`config.mk`:
```
export PLATFORM = sky130hd
export DESIGN_NAME = debounce_array_flat
export DESIGN_NICKNAME = d
export VERILOG_FILES = /design/src/rtl/debounce_pkg.sv /design/src/rtl/debounce_if.sv /design/src/rtl/debounce_channel.sv /design/src/rtl/debounce_array.sv /design/src/flat_wrapper.sv
export SDC_FILE = /design/constraint.sdc
export NUM_CORES = 1
export LEC_CHECK = 0
export BUFFER_PORTS_ARGS = -buffer_cell sky130_fd_sc_hd__buf_2
export CAP_MARGIN = 40
export CORE_ASPECT_RATIO = 0.75
export CORE_MARGIN = 8
export CORE_UTILIZATION = 61
export CTS_CLUSTER_SIZE = 28
export DETAILED_ROUTE_END_ITERATION = 10
export PLACE_DENSITY = 0.83
export SYNTH_ARGS = -nofsm -noshare
export SYNTH_HDL_FRONTEND = slang
export SYNTH_HIERARCHICAL = 1
export SYNTH_SLANG_ARGS = --single-unit
```
`constraint.sdc`:
```
create_clock -name clock -period 2.85 [get_ports clock]
set_input_delay 0.1425 -clock clock [delete_from_list [all_inputs] [get_ports clock]]
set_output_delay 0.1425 -clock clock [all_outputs]
set_load 0.1 [all_outputs]
```
`src/rtl/debounce_pkg.sv`:
```
// Shared constants, pulse FSM encoding and counter sizing
// for the debounce_array switch conditioner.
package debounce_pkg;

   localparam int DEF_STABLE_CYCLES = 16;
   localparam int DEF_PULSE_CYCLES  = 4;

   typedef enum logic {
      ST_IDLE   = 1'b0,
      ST_ACTIVE = 1'b1
   } pulse_st_t;

   // Never returns 0 so a count of 1 still gets a real register.
   function automatic int cnt_width(input int n);
      return (n > 2) ? $clog2(n) : 1;
   endfunction

endpackage

```
`src/rtl/debounce_if.sv`:
```
// Raw-in / conditioned-out bundle for debounce_array.
// The slave side is the conditioner, the master side drives raw.
interface debounce_if #(
   parameter int CHANNELS = 4
) ();

   logic [CHANNELS-1:0] raw;
   logic [CHANNELS-1:0] clean;
   logic [CHANNELS-1:0] rise;
   logic [CHANNELS-1:0] fall;
   logic [CHANNELS-1:0] pulse;

   modport master (
      output raw,
      input  clean,
      input  rise,
      input  fall,
      input  pulse
   );

   modport slave (
      input  raw,
      output clean,
      output rise,
      output fall,
      output pulse
   );

endinterface

```
`src/rtl/debounce_channel.sv`:
```
// One conditioner bit: 2-FF sync, stability counter,
// registered edge strobes and a stretched pulse per rise.
module debounce_channel
   import debounce_pkg::*;
#(
   parameter int STABLE_CYCLES = DEF_STABLE_CYCLES,
   parameter int PULSE_CYCLES  = DEF_PULSE_CYCLES,
   parameter int RETRIGGER     = 0
) (
   input  logic clock,
   input  logic reset,
   input  logic raw,
   output logic clean,
   output logic rise,
   output logic fall,
   output logic pulse
);

   localparam int CW = cnt_width(STABLE_CYCLES);
   localparam int PW = cnt_width(PULSE_CYCLES);
   localparam logic [CW-1:0] CNT_LAST  = CW'(STABLE_CYCLES - 1);
   localparam logic [PW-1:0] PCNT_LOAD = PW'(PULSE_CYCLES - 1);

   logic          s1;
   logic          s2;
   logic [CW-1:0] cnt;
   logic          settle;
   logic          rise_d;
   logic          fall_d;
   pulse_st_t     st;
   pulse_st_t     st_n;
   logic [PW-1:0] pcnt;
   logic [PW-1:0] pcnt_n;

   always_ff @(posedge clock or negedge reset) begin
      if (!reset) begin
         s1 <= 1'b0;
         s2 <= 1'b0;
      end else begin
         s1 <= raw;
         s2 <= s1;
      end
   end

   // Edge strobes are decided on the same edge that clean flips.
   assign settle = (s2 != clean) && (cnt == CNT_LAST);
   assign rise_d = settle & s2;
   assign fall_d = settle & ~s2;

   always_ff @(posedge clock or negedge reset) begin
      if (!reset) begin
         cnt   <= '0;
         clean <= 1'b0;
         rise  <= 1'b0;
         fall  <= 1'b0;
      end else begin
         rise <= rise_d;
         fall <= fall_d;
         if (s2 == clean) begin
            cnt <= '0;
         end else if (settle) begin
            clean <= s2;
            cnt   <= '0;
         end else begin
            cnt <= cnt + 1'b1;
         end
      end
   end

   always_ff @(posedge clock or negedge reset) begin
      if (!reset) begin
         st    <= ST_IDLE;
         pcnt  <= '0;
         pulse <= 1'b0;
      end else begin
         st    <= st_n;
         pcnt  <= pcnt_n;
         pulse <= (st_n == ST_ACTIVE);
      end
   end

   always_comb begin
      st_n   = st;
      pcnt_n = pcnt;
      unique case (st)
         ST_IDLE: begin
            if (rise_d) begin
               st_n   = ST_ACTIVE;
               pcnt_n = PCNT_LOAD;
            end
         end
         ST_ACTIVE: begin
            if (rise_d && (RETRIGGER != 0)) begin
               pcnt_n = PCNT_LOAD;
            end else if (pcnt == '0) begin
               st_n = ST_IDLE;
            end else begin
               pcnt_n = pcnt - 1'b1;
            end
         end
      endcase
   end

endmodule

```
`src/rtl/debounce_array.sv`:
```
// N independent switch conditioners behind the board pins;
// wiring plus elaboration-time parameter range checks.
module debounce_array
   import debounce_pkg::*;
#(
   parameter int CHANNELS      = 4,
   parameter int STABLE_CYCLES = DEF_STABLE_CYCLES,
   parameter int PULSE_CYCLES  = DEF_PULSE_CYCLES,
   parameter int RETRIGGER     = 0
) (
   input logic       clock,
   input logic       reset,
   debounce_if.slave bus
);

   if (CHANNELS < 1) begin : g_bad_channels
      $error("debounce_array: CHANNELS must be >= 1");
   end
   if (STABLE_CYCLES < 2) begin : g_bad_stable
      $error("debounce_array: STABLE_CYCLES must be >= 2");
   end
   if (PULSE_CYCLES < 1) begin : g_bad_pulse
      $error("debounce_array: PULSE_CYCLES must be >= 1");
   end
   if ((RETRIGGER != 0) && (RETRIGGER != 1)) begin : g_bad_retrig
      $error("debounce_array: RETRIGGER must be 0 or 1");
   end

   logic [CHANNELS-1:0] clean_w;
   logic [CHANNELS-1:0] rise_w;
   logic [CHANNELS-1:0] fall_w;
   logic [CHANNELS-1:0] pulse_w;

   for (genvar i = 0; i < CHANNELS; i++) begin : g_ch
      debounce_channel #(
         .STABLE_CYCLES (STABLE_CYCLES),
         .PULSE_CYCLES  (PULSE_CYCLES),
         .RETRIGGER     (RETRIGGER)
      ) u_ch (
         .clock (clock),
         .reset (reset),
         .raw   (bus.raw[i]),
         .clean (clean_w[i]),
         .rise  (rise_w[i]),
         .fall  (fall_w[i]),
         .pulse (pulse_w[i])
      );
   end

   assign bus.clean = clean_w;
   assign bus.rise  = rise_w;
   assign bus.fall  = fall_w;
   assign bus.pulse = pulse_w;

endmodule

```
`src/flat_wrapper.sv`:
```
// flat-port wrapper written by rule: the top's interface ports become plain ports
module debounce_array_flat import debounce_pkg::*;
#(
   parameter int CHANNELS      = 4,
   parameter int STABLE_CYCLES = DEF_STABLE_CYCLES,
   parameter int PULSE_CYCLES  = DEF_PULSE_CYCLES,
   parameter int RETRIGGER     = 0
)
  (clock, reset, bus_raw, bus_clean, bus_rise, bus_fall, bus_pulse);
  debounce_if #(.CHANNELS(CHANNELS)) bus_i ();
  input logic clock;
  input logic reset;
  input wire logic [$bits(bus_i.raw)-1:0] bus_raw;
  output wire logic [$bits(bus_i.clean)-1:0] bus_clean;
  output wire logic [$bits(bus_i.rise)-1:0] bus_rise;
  output wire logic [$bits(bus_i.fall)-1:0] bus_fall;
  output wire logic [$bits(bus_i.pulse)-1:0] bus_pulse;
  assign bus_i.raw = bus_raw;
  assign bus_clean = bus_i.clean;
  assign bus_rise = bus_i.rise;
  assign bus_fall = bus_i.fall;
  assign bus_pulse = bus_i.pulse;
  debounce_array #(.CHANNELS(CHANNELS), .STABLE_CYCLES(STABLE_CYCLES), .PULSE_CYCLES(PULSE_CYCLES), .RETRIGGER(RETRIGGER)) u_core (.clock(clock), .reset(reset), .bus(bus_i));
endmodule
```
==> results.yml, run 1 <==
status:
  status: "completed"
global_route:
  gr-total-overflow: 0
  antenna_found_initial: 0
  met3_usage_pct: 4.821
  grtUsageTotal_pct: 13.46
  met1_usage_pct: 13.76
  grt_first_pass_wirelength_mm: 5.444
  grt_max_degree: 38
  use_met2_pct: 24.08
  busiest_layer: "met2"
  first_global_vias: 1254
clocking:
  numCtsBuffers: 5
  clk_latency_ns: 0.29
  cts_buffer_depth: 2
  root_buffer: "clkbuf_8"
  cts_tree: "yes"
  path_clk_slew_ns: 0.08
  cts_resized: 0
  numClockSinks: 48
  htree_levels: 2
die:
  design.die.area_mm2: 0.005211
  start_util_pct: 64.37
  die_y_um: 64.55
  core_area_mm2: 0.002978
  die_width_um: 80.73
  num_rows: 17
  pin_count: 22
yosys:
  yosys_warnings: 6
  synthCells: 140
  synthDistinctLibCells: 18
  synth_seq_cells: 48
  synth_top_cell_area_share_pct: 62.66
  syn_area_mm2: 0.001917
  syn-num-nets: 154
  ys_seq_area_share_pct: 62.66
  yosys-top-cells-area: "dfrtp_1 63%, ha_1 5.2%, xnor2_1 3.7%, nor3b_1 3.1%, nand2b_1 2.6%"
  avgSynthCellArea_um2: 13.69
  synth_top_area_cell: "dfrtp_1"
setup_path:
  r2r_slack_ns: 1.52
  cp-start-kind: "flop"
  reg2regPathDepth: 4
  crit_path_end_kind: "flop"
  crit_start: "u_core/g_ch[2].u_ch/cnt[0]"
  slowest_delay_ns: 0.43
  crit_type: "flop to flop"
  path_buf_inv: 0
  arrival_ns: 1.51
  slowest_stage: "dfrtp_1"
  r2r_end: "u_core/g_ch[2].u_ch/pcnt[0]"
  cp.required_ns: 3.03
  critical-path-top-delay-family: "flip-flops"
  path_cells: "ha_1, nand3_2, o31ai_2, mux2_1"
  rr_startpoint: "u_core/g_ch[2].u_ch/cnt[0]"
  cp_max_fo: 5
drt:
  antenna_left: 0
  initialDrtViolationCount: 70
  vias: 1180
  dr.pass1.iters: 4
  drc: 0
  wire_per_inst_um: 15.19
  wl_mm: 3.235
  viasPerCell: 5.540
timing:
  tns_ns: 0
  layout_worst_path_cycle_share_pct: 46.55
  finalClockSkew_ns: 0.01005
  slew_headroom_pct: 66.79
  tightestPinTransition_ns: 0.5016
  timing.final.hold_violations: 0
  finalSetupViolCount: 0
  period_minus_slack_ns: 1.327
  slew_viol_final: 0
  fmax_ghz: 0.7538
  rsz0062_at_grt: "no"
layout:
  syn_to_final_growth_pct: 16.51
  n_antenna_cell: 0
  final_nets: 188
  finalInstanceArea_mm2: 0.002233
  drive_gt1_share_pct: 23.43
power_and_ir_drop:
  ir_drop_mv: 0.3866
  power.density_mw_per_mm2: 531.2
  p_leak_uw: 0.001083
job:
  maxCapViolations: 0
placement:
  hpwl_mm: 2.442
  place_area_mm2: 0.002090
  gp_congestion: 0.7135
  io_buffers: 21
min_path:
  hp-class: "input port to asynchronous set/reset pin"
metrics by stage:
stage / instances / worst slack [ns] / total power, µW / hold WS (ns) / utilization [%]
after floorplan: 140 / 1.168 / 761.0 / -0.1531 / -
after global placement: 199 / 1.602 / 781.3 / 0.2505 / 69.50
after detailed placement: 200 / 1.527 / 791.8 / 0.03399 / 70.17
after CTS: 213 / 1.503 / 1203 / 0.2544 / 75.00
after global routing: 213 / 1.451 / 1238 / 0.3045 / 75.00
final: 213 / 1.523 / 1186 / 0.2781 / 75.00
registers in the layout, summed over array words and instances, names as in the netlist:
signal and cells:
u_core/g_ch.u_ch/cnt 16, u_core/g_ch.u_ch/pcnt 8, u_core/g_ch.u_ch/clean 4, u_core/g_ch.u_ch/fall 4, u_core/g_ch.u_ch/rise 4, u_core/g_ch.u_ch/s1 4
u_core/g_ch.u_ch/s2 4, u_core/g_ch.u_ch/st 4
Yosys cell counts (all sizes together):
| cell type | instances |
|---|---|
| nor2b | 4 |
| xnor2 | 8 |
| o211ai | 4 |
| dfrtp | 48 |
| a311oi | 4 |
| o31ai | 4 |
| nand2b | 8 |
| o31a | 4 |
| nand2 | 4 |
| a31oi | 4 |
| nor3b | 8 |
| nand3 | 4 |
| ha | 8 |
| a21o | 4 |
| mux2 | 8 |
| inv | 8 |
| nor2 | 8 |
worst reg2reg max path, stage by stage, from the launching register on:
cell and delay (ns):
dfrtp_1 0.43, ha_1 0.27, nand3_2 0.13, o31ai_2 0.08, mux2_1 0.30
kinds of logic after synthesis:
group	Yosys count	share of synthesized area, %
and+or+nand+nor	36	11.49
xor gates and xnor gates	8	3.655
adders and majority gates	8	5.222
AOI/OAI and AO/OA	24	10.70
DFF	48	62.66
buffers and inverters	8	1.567
muxes	8	4.699
cell usage in the layout (no fill, tap or decap), drive strengths merged:
cell / count
mux2: 8
nor2: 8
o211ai: 4
dfrtp: 48
xnor2: 8
a31oi: 4
dlygate4sd3: 5
o31ai: 4
a21o: 4
nand3: 4
nor3b: 8
nand2b: 8
ha: 8
nand2: 4
inv: 8
clkinvlp: 1
o31a: 4
a311oi: 4
clkbuf: 7
buf: 22
nor2b: 4
per-layer routing:
metal | part of all wire (%) | routed length (µm)
met5 | 0 | 0
met4 | 1.7 | 55
met2 | 53 | 1706
met3 | 5.4 | 174
met1 | 40 | 1299
cell type report:
class	instances	area [µm²]
flip-flops and latches	48	1201
fillers	197	744.5
multi-input cells	84	685.7
repair buffers	27	175.2
clock buffers	7	86.33
well taps	38	47.55
inverters	8	30.03
clock inverters	1	7.507
where the power goes:
part	switching [µW]	internal (µW)
registers	20.0	700
logic	32.6	30.1
clock network	207	197
total	259	927
what timing repair did:
item / CTS / global route
buffers inserted: 0 / 0
hold buffers: 5 / 0
endpoints found under the hold margin: 15 / 0
worst max-delay path by stage:
stage / endpoint / cells past startpoint
after floorplan: u_core/g_ch[0].u_ch/pcnt[0] / 3
after global placement: u_core/g_ch[2].u_ch/pcnt[0] / 4
after detailed placement: u_core/g_ch[0].u_ch/pcnt[0] / 5
after CTS: bus_pulse[1] / 1
after global routing: u_core/g_ch[0].u_ch/pcnt[0] / 5
final: u_core/g_ch[2].u_ch/pcnt[0] / 4
No activity file was read; power rests on OpenSTA's default activity.
==> run 2, diff against run 1 <==
--- a/config.mk
+++ b/config.mk
@@ -5,14 +5,15 @@
 export SDC_FILE = /design/constraint.sdc
 export NUM_CORES = 1
 export LEC_CHECK = 0
+export ABC_AREA = 1
 export BUFFER_PORTS_ARGS = -buffer_cell sky130_fd_sc_hd__buf_2
 export CAP_MARGIN = 40
 export CORE_ASPECT_RATIO = 0.75
 export CORE_MARGIN = 8
-export CORE_UTILIZATION = 61
+export CORE_UTILIZATION = 57
 export CTS_CLUSTER_SIZE = 28
 export DETAILED_ROUTE_END_ITERATION = 10
-export PLACE_DENSITY = 0.83
+export PLACE_DENSITY = 0.78
 export SYNTH_ARGS = -nofsm -noshare
 export SYNTH_HDL_FRONTEND = slang
 export SYNTH_HIERARCHICAL = 1
==> constraint.sdc (replaced) <==
create_clock -name clock -period 1.3 [get_ports clock]
set_input_delay 0.065 -clock clock [delete_from_list [all_inputs] [get_ports clock]]
set_output_delay 0.065 -clock clock [all_outputs]
set_load 0.1 [all_outputs]
==> run 2 against run 1 <==
Against the previous run: sequential share of layout area down 4.0 points; first-iteration DRC count rose by 24%; critical path depth is 3 lower; largest cell class unchanged.
==> results.yml, run 2 <==
status:
  status: "completed"
yosys:
  synth_common_cells: "48 x dfrtp_1, 28 x nand2_1, 28 x nor2_1, 20 x inv_1, 20 x nand3_1"
  ys.flop_type: "dfrtp_1"
  async_flop_share_pct: 100.0
  avgSynthCellArea_um2: 10.08
  synth_top_cell_area_share_pct: 57.28
  synth_most_common_cell: "dfrtp_1"
  synthCells: 208
  yosys-top-cells-area: "dfrtp_1 57%, nand2_1 5.0%, nor2_1 5.0%, ha_1 4.8%, nand3_1 4.8%"
  synth_edf_count: 0
  synth_seq_cells: 48
  synthDistinctLibCells: 16
  syn-num-nets: 222
  yosys_warnings: 6
  ys_seq_area_share_pct: 57.28
  syn_area_mm2: 0.002097
  synth_top_area_cell: "dfrtp_1"
die:
  die_y_um: 68.53
  core_area_mm2: 0.003590
  start_util_pct: 58.42
  design.die.area_mm2: 0.005896
  num_rows: 19
  pin_count: 22
  die_width_um: 86.04
drt:
  vias: 1389
  wire_per_inst_um: 11.30
  viasPerCell: 4.724
  dr.pass1.iters: 4
  drc: 0
  antenna_left: 0
  wl_mm: 3.321
  initialDrtViolationCount: 87
layout:
  drive_gt1_share_pct: 30.17
  final_nets: 256
  syn_to_final_growth_pct: 17.00
  final_cell_mix: "40 x dfrtp_1, 28 x nor2_1, 28 x nand2_1"
  largest_reg_flops: 16
  n_antenna_cell: 0
  final_common_cell: "dfrtp_1"
  top_regs: "u_core/g_ch.u_ch/cnt (16), u_core/g_ch.u_ch/pcnt (8)"
  finalInstanceArea_mm2: 0.002454
  regMostFlops: "u_core/g_ch.u_ch/cnt"
power_and_ir_drop:
  power.density_mw_per_mm2: 1072
  p_seq_share_pct: 59.6
  p_switching_uw: 568.6
  switching_share_pct: 21.61
  power.share.clock_pct: 35.2
  combPwrFrac_pct: 5.2
  p_int_uw: 2062
  ir_drop_mv: 0.7353
  p_leak_uw: 0.001180
setup_path:
  slowest_delay_ns: 0.44
  crit_path_end_kind: "primary output"
  arrival_ns: 1.16
  r2r_slack_ns: 0.14
  critical-path-top-delay-family: "buffers and inverters"
  crit_type: "flop to primary output"
  path_cells: "buf_2"
  cp-start-kind: "flop"
  slowest_stage: "buf_2"
  path_buf_inv: 1
  cp_max_fo: 6
  cp.required_ns: 1.24
placement:
  gp_congestion: 0.7701
  hpwl_mm: 2.407
  place_area_mm2: 0.002307
  io_buffers: 21
timing:
  finalClockSkew_ns: 0.004814
  slew_headroom_pct: 67.52
  tns_ns: 0
  fmax_ghz: 0.8159
  period_minus_slack_ns: 1.226
  slew_viol_final: 0
  layout_worst_path_cycle_share_pct: 94.28
  finalSetupViolCount: 0
  tightestPinTransition_ns: 0.4906
  timing.final.hold_violations: 0
  rsz0062_at_grt: "no"
global_route:
  first_global_vias: 1418
  grtUsageTotal_pct: 13.14
  use_met2_pct: 20.29
  grt_first_pass_wirelength_mm: 5.954
  met1_usage_pct: 15.77
  busiest_layer: "met2"
  gr-total-overflow: 0
  antenna_found_initial: 0
  grt_max_degree: 49
  met3_usage_pct: 4.615
clocking:
  numClockSinks: 48
  cts_tree: "yes"
  root_buffer: "clkbuf_8"
  path_clk_slew_ns: 0.08
  numCtsBuffers: 5
  clk_latency_ns: 0.29
  cts_resized: 0
  htree_levels: 2
  cts_buffer_depth: 2
min_path:
  hp-class: "input port to asynchronous set/reset pin"
job:
  maxCapViolations: 0
## run 2: cell types whose count changed in the layout (fill, tap and decap cells not counted), sizes merged, moves of 8 or more
cell / before / now
inv: 8 / 28
nand3: 4 / 28
xnor2: 8 / 0
nand2: 4 / 36
mux2: 8 / 0
o21ai: 0 / 8
nor2: 8 / 32
nand2b: 8 / 0
## run 2: metrics by stage
stage	instances	worst slack [ns]	util (%)	hold slack [ns]	power [µW]
6_report	294	0.07439	68.35	0.2691	2631
5_1_grt	294	0.02673	68.35	0.3075	2760
4_1_cts	294	0.06164	68.35	0.2790	2670
3_5_place_dp	282	0.1530	64.27	0.06408	1726
3_3_place_gp	282	0.1938	64.27	0.06514	1723
2_1_floorplan	208	0.04431	-	-0.2306	1664
## run 2: metal layers
metal	wire length, µm	vias to the layer above
li1	-	722
met1	1713	644
met2	1419	18
met3	136	5
met4	51	0
met5	0	-
## run 2: power groups by stage
stage / Combinational [µW] / Sequential [µW] / Clock [µW]
5_1_grt: 162 / 1580 / 1020
6_report: 137 / 1570 / 925
3_3_place_gp: 126 / 1600 / 0
3_5_place_dp: 127 / 1600 / 0
4_1_cts: 141 / 1570 / 961
2_1_floorplan: 70.5 / 1590 / 0
## run 2: cell families after synthesis
| kind of cell | Yosys count | synth area share (%) |
|---|---|---|
| AO/OA/AOI/OAI | 12 | 4.057 |
| XOR/XNOR | 4 | 1.670 |
| adder cells (fa/ha/maj) | 8 | 4.773 |
| buffers and inverters | 28 | 5.012 |
| flip-flops | 48 | 57.28 |
| AND/OR/NAND/NOR | 108 | 27.21 |
## run 2: path summary, 6_finish.rpt
check	cells past startpoint	to	start
min in group clock	0	u_core/g_ch[3].u_ch/s2	u_core/g_ch[3].u_ch/s1
min reg2reg	0	u_core/g_ch[3].u_ch/s2	u_core/g_ch[3].u_ch/s1
max reg2reg	6	u_core/g_ch[3].u_ch/pcnt[0]	u_core/g_ch[3].u_ch/cnt[0]
max in group asynchronous	3	u_core/g_ch[2].u_ch/clean	reset
min	3	u_core/g_ch[0].u_ch/rise	reset
max	1	bus_pulse[1]	u_core/g_ch[1].u_ch/st
## run 2: area by class of cell
cell class | count | area [µm²]
Clock buffer | 7 | 96.34
Sequential cell | 48 | 1221
Multi-Input combinational cell | 132 | 790.8
Fill cell | 282 | 1136
Inverter | 28 | 105.1
Timing Repair Buffer | 27 | 175.2
Tap cell | 52 | 65.06
## run 2: timing repair
action / in CTS / in global routing
setup buffers: 0 / 0
setup endpoints to repair: 0 / 0
hold buffers: 5 / 0
hold endpoints to repair: 52 / 0
